[src/rtl/fp_pipe_pkg.sv]
// ============================================================================
// Module : fp_pipe_pkg
// Brief  : Shared types and constants for the FP/INT core EX/MEM pipeline.
// Rev    : 1.0  initial release
// ============================================================================
`default_nettype none

package fp_pipe_pkg;

    localparam int XLEN_C = 32;
    localparam int REGW_C = 5;

    localparam logic [1:0] WB_SEL_LOAD = 2'd0;
    localparam logic [1:0] WB_SEL_ALU  = 2'd1;
    localparam logic [1:0] WB_SEL_FP   = 2'd2;

    typedef struct packed {
        logic [XLEN_C-1:0] alu;
        logic [XLEN_C-1:0] fp;
        logic [XLEN_C-1:0] addr;
        logic [XLEN_C-1:0] sdata;
        logic [REGW_C-1:0] rd;
        logic              mwr;
        logic              mem_en;
        logic [2:0]        width;
        logic [1:0]        wb_sel;
        logic              fp_en;
        logic              int_en;
    } ex_mem_bundle_t;

    localparam int BUNDLE_W_C = $bits(ex_mem_bundle_t);

endpackage

`default_nettype wire

[src/rtl/pipe_skid_buf.sv]
// ============================================================================
// Module : pipe_skid_buf
// Brief  : Generic 2-entry valid/ready FIFO buffer with registered in_ready.
// Rev    : 1.0  initial release
// ============================================================================
`default_nettype none

module pipe_skid_buf #(
    parameter int W     = 8,
    parameter int DEPTH = 2
) (
    input  logic         clk,
    input  logic         rst,
    input  logic         flush,
    input  logic         in_valid,
    output logic         in_ready,
    input  logic [W-1:0] in_data,
    output logic         out_valid,
    input  logic         out_ready,
    output logic [W-1:0] out_data
);

    logic [W-1:0] mem_q [2];
    logic [W-1:0] hold_q;
    logic         wr_ptr_q;
    logic         rd_ptr_q;
    logic [1:0]   count_q;
    logic [1:0]   count_d;
    logic         ready_q;
    logic         push;
    logic         pop;
    logic         head_valid;

    assign head_valid = (count_q != 2'd0);
    assign push       = in_valid & ready_q & ~flush;
    assign pop        = head_valid & out_ready & ~flush;

    always_comb begin
        count_d = count_q;
        if (flush) begin
            count_d = 2'd0;
        end else begin
            case ({push, pop})
                2'b10:   count_d = count_q + 2'd1;
                2'b01:   count_d = count_q - 2'd1;
                default: count_d = count_q;
            endcase
        end
    end

    always_ff @(posedge clk or negedge rst) begin
        if (!rst) begin
            for (int i = 0; i < 2; i++) begin
                mem_q[i] <= '0;
            end
            hold_q   <= '0;
            wr_ptr_q <= 1'b0;
            rd_ptr_q <= 1'b0;
            count_q  <= 2'd0;
            ready_q  <= 1'b0;
        end else begin
            count_q <= count_d;
            ready_q <= (count_d < 2'(DEPTH));
            // Track the visible head so the data outputs can hold it once empty.
            if (head_valid) begin
                hold_q <= mem_q[rd_ptr_q];
            end
            if (flush) begin
                wr_ptr_q <= 1'b0;
                rd_ptr_q <= 1'b0;
            end else begin
                if (push) begin
                    mem_q[wr_ptr_q] <= in_data;
                    wr_ptr_q        <= ~wr_ptr_q;
                end
                if (pop) begin
                    rd_ptr_q <= ~rd_ptr_q;
                end
            end
        end
    end

    assign in_ready  = ready_q;
    assign out_valid = head_valid;
    assign out_data  = head_valid ? mem_q[rd_ptr_q] : hold_q;

endmodule

`default_nettype wire

[src/rtl/ex_mem_pipeline.sv]
// ============================================================================
// Module : ex_mem_pipeline
// Brief  : EX/MEM pipeline register; skid-buffered bundle plus qualified controls.
// Rev    : 1.0  initial release
// ============================================================================
`default_nettype none

module ex_mem_pipeline
    import fp_pipe_pkg::*;
#(
    parameter int XLEN  = XLEN_C,
    parameter int REGW  = REGW_C,
    parameter int DEPTH = 2
) (
    input  logic            clk,
    input  logic            rst,
    input  logic            flush,
    input  logic            ex_valid,
    output logic            ex_ready,
    input  logic [XLEN-1:0] ex_alu_result,
    input  logic [XLEN-1:0] ex_fp_result,
    input  logic [XLEN-1:0] ex_mem_address,
    input  logic [XLEN-1:0] ex_store_data,
    input  logic [REGW-1:0] ex_rd_addr,
    input  logic            ex_mwr,
    input  logic            ex_mem_en,
    input  logic [2:0]      ex_width,
    input  logic [1:0]      ex_wb_sel,
    input  logic            ex_wb_fp_en,
    input  logic            ex_wb_int_en,
    output logic            mem_valid,
    input  logic            mem_ready,
    output logic [XLEN-1:0] mem_alu_result,
    output logic [XLEN-1:0] mem_fp_result,
    output logic [XLEN-1:0] mem_address,
    output logic [XLEN-1:0] mem_store_data,
    output logic [REGW-1:0] mem_rd_addr,
    output logic [2:0]      mem_width,
    output logic [1:0]      mem_wb_sel,
    output logic            mem_mwr,
    output logic            mem_read,
    output logic            mem_wb_fp_en,
    output logic            mem_wb_int_en,
    output logic            fwd_valid,
    output logic [REGW-1:0] fwd_rd_addr
);

    ex_mem_bundle_t in_b;
    ex_mem_bundle_t head;
    logic           head_valid;

    always_comb begin
        in_b        = '0;
        in_b.alu    = ex_alu_result;
        in_b.fp     = ex_fp_result;
        in_b.addr   = ex_mem_address;
        in_b.sdata  = ex_store_data;
        in_b.rd     = ex_rd_addr;
        in_b.mwr    = ex_mwr;
        in_b.mem_en = ex_mem_en;
        in_b.width  = ex_width;
        in_b.wb_sel = ex_wb_sel;
        in_b.fp_en  = ex_wb_fp_en;
        in_b.int_en = ex_wb_int_en;
    end

    pipe_skid_buf #(
        .W     (BUNDLE_W_C),
        .DEPTH (DEPTH)
    ) u_skid (
        .clk       (clk),
        .rst       (rst),
        .flush     (flush),
        .in_valid  (ex_valid),
        .in_ready  (ex_ready),
        .in_data   (in_b),
        .out_valid (head_valid),
        .out_ready (mem_ready),
        .out_data  (head)
    );

    assign mem_valid      = head_valid;
    assign mem_alu_result = head.alu;
    assign mem_fp_result  = head.fp;
    assign mem_address    = head.addr;
    assign mem_store_data = head.sdata;
    assign mem_rd_addr    = head.rd;
    assign mem_width      = head.width;
    assign mem_wb_sel     = head.wb_sel;

    // Controls are gated by valid so a bubble can never write memory or a regfile.
    assign mem_mwr        =  head.mwr & head.mem_en & head_valid;
    assign mem_read       = ~head.mwr & head.mem_en & head_valid;
    assign mem_wb_fp_en   = head.fp_en  & head_valid;
    assign mem_wb_int_en  = head.int_en & head_valid;

    // x0 is hardwired zero, so integer writes to it never need forwarding.
    assign fwd_valid   = head_valid &
                         (head.fp_en | (head.int_en & (head.rd != '0)));
    assign fwd_rd_addr = head.rd;

endmodule

`default_nettype wire

[config.mk]
export PLATFORM = sky130hd
export DESIGN_NAME = ex_mem_pipeline
export DESIGN_NICKNAME = d
export VERILOG_FILES = /design/src/rtl/fp_pipe_pkg.sv /design/src/rtl/pipe_skid_buf.sv /design/src/rtl/ex_mem_pipeline.sv
export SDC_FILE = /design/constraint.sdc
export NUM_CORES = 1
export LEC_CHECK = 0
export BUFFER_PORTS_ARGS = -buffer_cell sky130_fd_sc_hd__buf_2
export CORE_MARGIN = 2
export CORE_UTILIZATION = 50
export CTS_CLUSTER_SIZE = 30
export DETAILED_ROUTE_END_ITERATION = 8
export PLACE_DENSITY = 0.72
export SYNTH_ARGS = -nofsm -noshare
export SYNTH_HDL_FRONTEND = slang
export SYNTH_SLANG_ARGS = --single-unit
[constraint.sdc]
create_clock -name clk -period 2.55 [get_ports clk]
set_input_delay 0.255 -clock clk [delete_from_list [all_inputs] [get_ports clk]]
set_output_delay 0.255 -clock clk [all_outputs]
set_load 0.1 [all_outputs]
==> impl_metrics.ini <==
[finish]
fillers = 2508
drive_above_1_share = 0.364
finalNonFillerCells = 2203
antenna_cells = 0
area_growth_pct = 31.4
nets = 1848
design_area_mm2 = 0.0241

[critical_path]
critPathKind = flop to output pin
critical_path.slowest_cell = dfrtp_2
rr_startpoint = u_skid.count_q[1]
crit_path_frequent_cell = buf_12
cp.arrival_ns = 2.30
path_max_fanout = 7
r2r_slack_ns = 0.32
crit_path_start = u_skid.count_q[0]
cpPeakStageDelay_ns = 0.42
crit_path_start_kind = flop
endpoint_kind = output pin
crit_chain = nor2_4, buf_4, buf_12, inv_2, a21oi_1, nor3_1, a21oi_2, buf_12
worstPathRequired_ns = 2.30

[min_path]
min-delay-start = mem_ready
hold_class = primary input to flop

[placement]
place_area_mm2 = 0.0208
hpwlAfterDp_mm = 24.7
gp_congestion = 0.784
port-buffer-count = 296
dp.cells = 1964

[timing]
slew_violations = 0
max-slew-margin-rel = 0.469
hold_viol = 0
worst_pin_slew_ns = 0.797
rsz0062_at_grt = true
fmax_ghz = 0.392
hold_ws_ns = 0.0816
skew_ns = 0.0119
period_needed_ns = 2.55
layout_setup_ws_ns = -0.00345
setup_viol = 1
finalCritPeriodShare = 1.00

[global_route]
first_global_vias = 12447
globalRouteOverflowTotal = 0
top_usage_layer = met2
use_met2 = 0.371
met3_usage = 0.0506
antenna_found_initial = 0
track_usage = 0.222
use_met1 = 0.296
grt_max_degree = 92
grt_pass1_wl_mm = 67.1

[yosys]
synth-seq-cells = 428
postSynthAreaPerCell_um2 = 13.2
syn_nets = 1536
syn-cell-area_mm2 = 0.0184
syn_inst = 1387
synth.distinct_cells = 23
synth-warning-count = 0
seq_area_frac_synth = 0.584

[floorplanning]
io_pins = 297
initial_core_util = 0.505
core_area_mm2 = 0.0363
die-height_um = 196
row_count = 70
die_area_mm2 = 0.0383
die_w_um = 196

[detailed_routing]
drt-initial-drc-count = 532
post-route-drc-count = 0
wl_per_cell_um = 19.1
firstDrtPassIters = 5
viasPerCell = 5.26
routed_wl_mm = 42.0
via_count = 11596
ant_nets = 0

[pwr]
p_leak_nw = 10.7
powerDensity_mw_per_mm2 = 1320
peakVddDrop_v = 0.00169

[cts]
cts_buffer_depth = 3
cts_tree = done
path_clk_slew_ns = 0.06
cts_made_buffers = 45
cts.sinks = 428
cts_root_buf = clkbuf_16
htree_levels = 2
clkLatencyLatePin_ns = 0.57

[run_status]
violations = setup timing
outcome = finished, violations left

[run]
drv_cap = 0
Yosys cell counts:
cell type	count	area share
mux2_2	196	0.12
nand2_1	136	0.028
nor3_1	10	0.0027
buf_2	35	0.0095
nor3_4	1	0.00089
xnor2_1	2	0.00095
mux2i_1	142	0.077
a21oi_1	7	0.0019
inv_2	1	0.00020
or2_2	2	0.00068
inv_1	2	0.00041
nand2_2	1	0.00034
buf_4	157	0.064
nor2_1	9	0.0018
o21ai_0	134	0.037
mux2_1	88	0.054
nor2_4	1	0.00061
buf_6	18	0.011
nor2_2	1	0.00034
clkbuf_1	12	0.0025
ha_1	2	0.0014
dfrtp_1	428	0.58
xor2_1	2	0.00095
stage by stage:
step	setup slack, ns	power, W	utilization	TNS [ns]
finish	-0.00345	0.0318	0.663	-0.00345
global route	-0.125	0.0331	0.663	-0.481
global placement	0.330	0.0243	0.571	0
CTS	0.000985	0.0318	0.661	0
detailed placement	0.375	0.0246	0.571	0
floorplan	-0.439	0.0215	-	-0.439
state kept, by name, indices dropped and copies added (netlist names):
signal / flops
u_skid.in_ready: 1
u_skid.hold_q: 139
u_skid.count_q: 2
u_skid.mem_q: 284
u_skid.wr_ptr_q: 1
u_skid.rd_ptr_q: 1
repair_timing:
action / CTS / global route
endpoints found under the hold margin: 365 / 0
resized for setup: 67 / 65
cloned: 3 / 1
pin swaps: 2 / 0
buffers inserted: 8 / 0
endpoints found under the setup margin: 131 / 76
hold buffers: 144 / 0
logic make-up after synthesis:
logic type | count (synthesis) | synth area share
mux | 426 | 0.252
buf+inv | 225 | 0.0879
fa+ha+maj | 2 | 0.00136
xor+xnor | 4 | 0.00191
flops | 428 | 0.584
simple gates | 161 | 0.0352
compound gates | 141 | 0.0384
final timing paths:
| kind | endpoint | depth (start not counted) |
|---|---|---|
| max in group asynchronous | u_skid.mem_q[204] | 3 |
| hold reg to reg | u_skid.mem_q[277] | 1 |
| hold / removal | u_skid.rd_ptr_q | 4 |
| min in group asynchronous | u_skid.mem_q[83] | 2 |
| setup / recovery | fwd_valid | 8 |
| setup reg to reg | u_skid.in_ready | 10 |
layer usage:
layer,share of wire,vias up
li1,-,5270
met1,0.43,5956
met2,0.49,314
met3,0.060,56
met4,0.019,0
met5,0,-
critical path: cells and delay by family, from the launching register on:
family                 cells  cell delay (ns)
and+or+nand+nor            2             0.25
DFF                        1             0.42
AOI/OAI and AO/OA          2             0.54
buffers and inverters      4             0.53
placed cells by master (no fill, tap or decap), types with 9 or more instances in the layout:
master and instances:
buf_4 58, clkbuf_8 10, dfrtp_1 425, buf_12 110
nand2_1 136, buf_6 9, mux2i_1 141, o21ai_0 68
dlygate4sd3_1 144, mux2_2 196, clkbuf_16 48, buf_2 155
mux2_1 88, o21ai_1 64, clkbuf_1 11
cell type report:
type,instances,area [µm²],area share
Clock inverter,15,184,0.00763
Clock buffer,68,1360,0.0562
Sequential cell,428,10700,0.444
Inverter,3,11.3,0.000467
Timing Repair Buffer,487,5170,0.215
Multi-Input combinational cell,734,6090,0.252
Tap cell,468,586,0.0243
power breakdown:
group	leakage, nW	internal [W]	switching [W]
registers	5.18	0.00902	0.000912
logic	4.75	0.00471	0.0105
clock network	0.757	0.00407	0.00261
total	10.7	0.0178	0.0140
No activity file was read; power rests on OpenSTA's default activity.
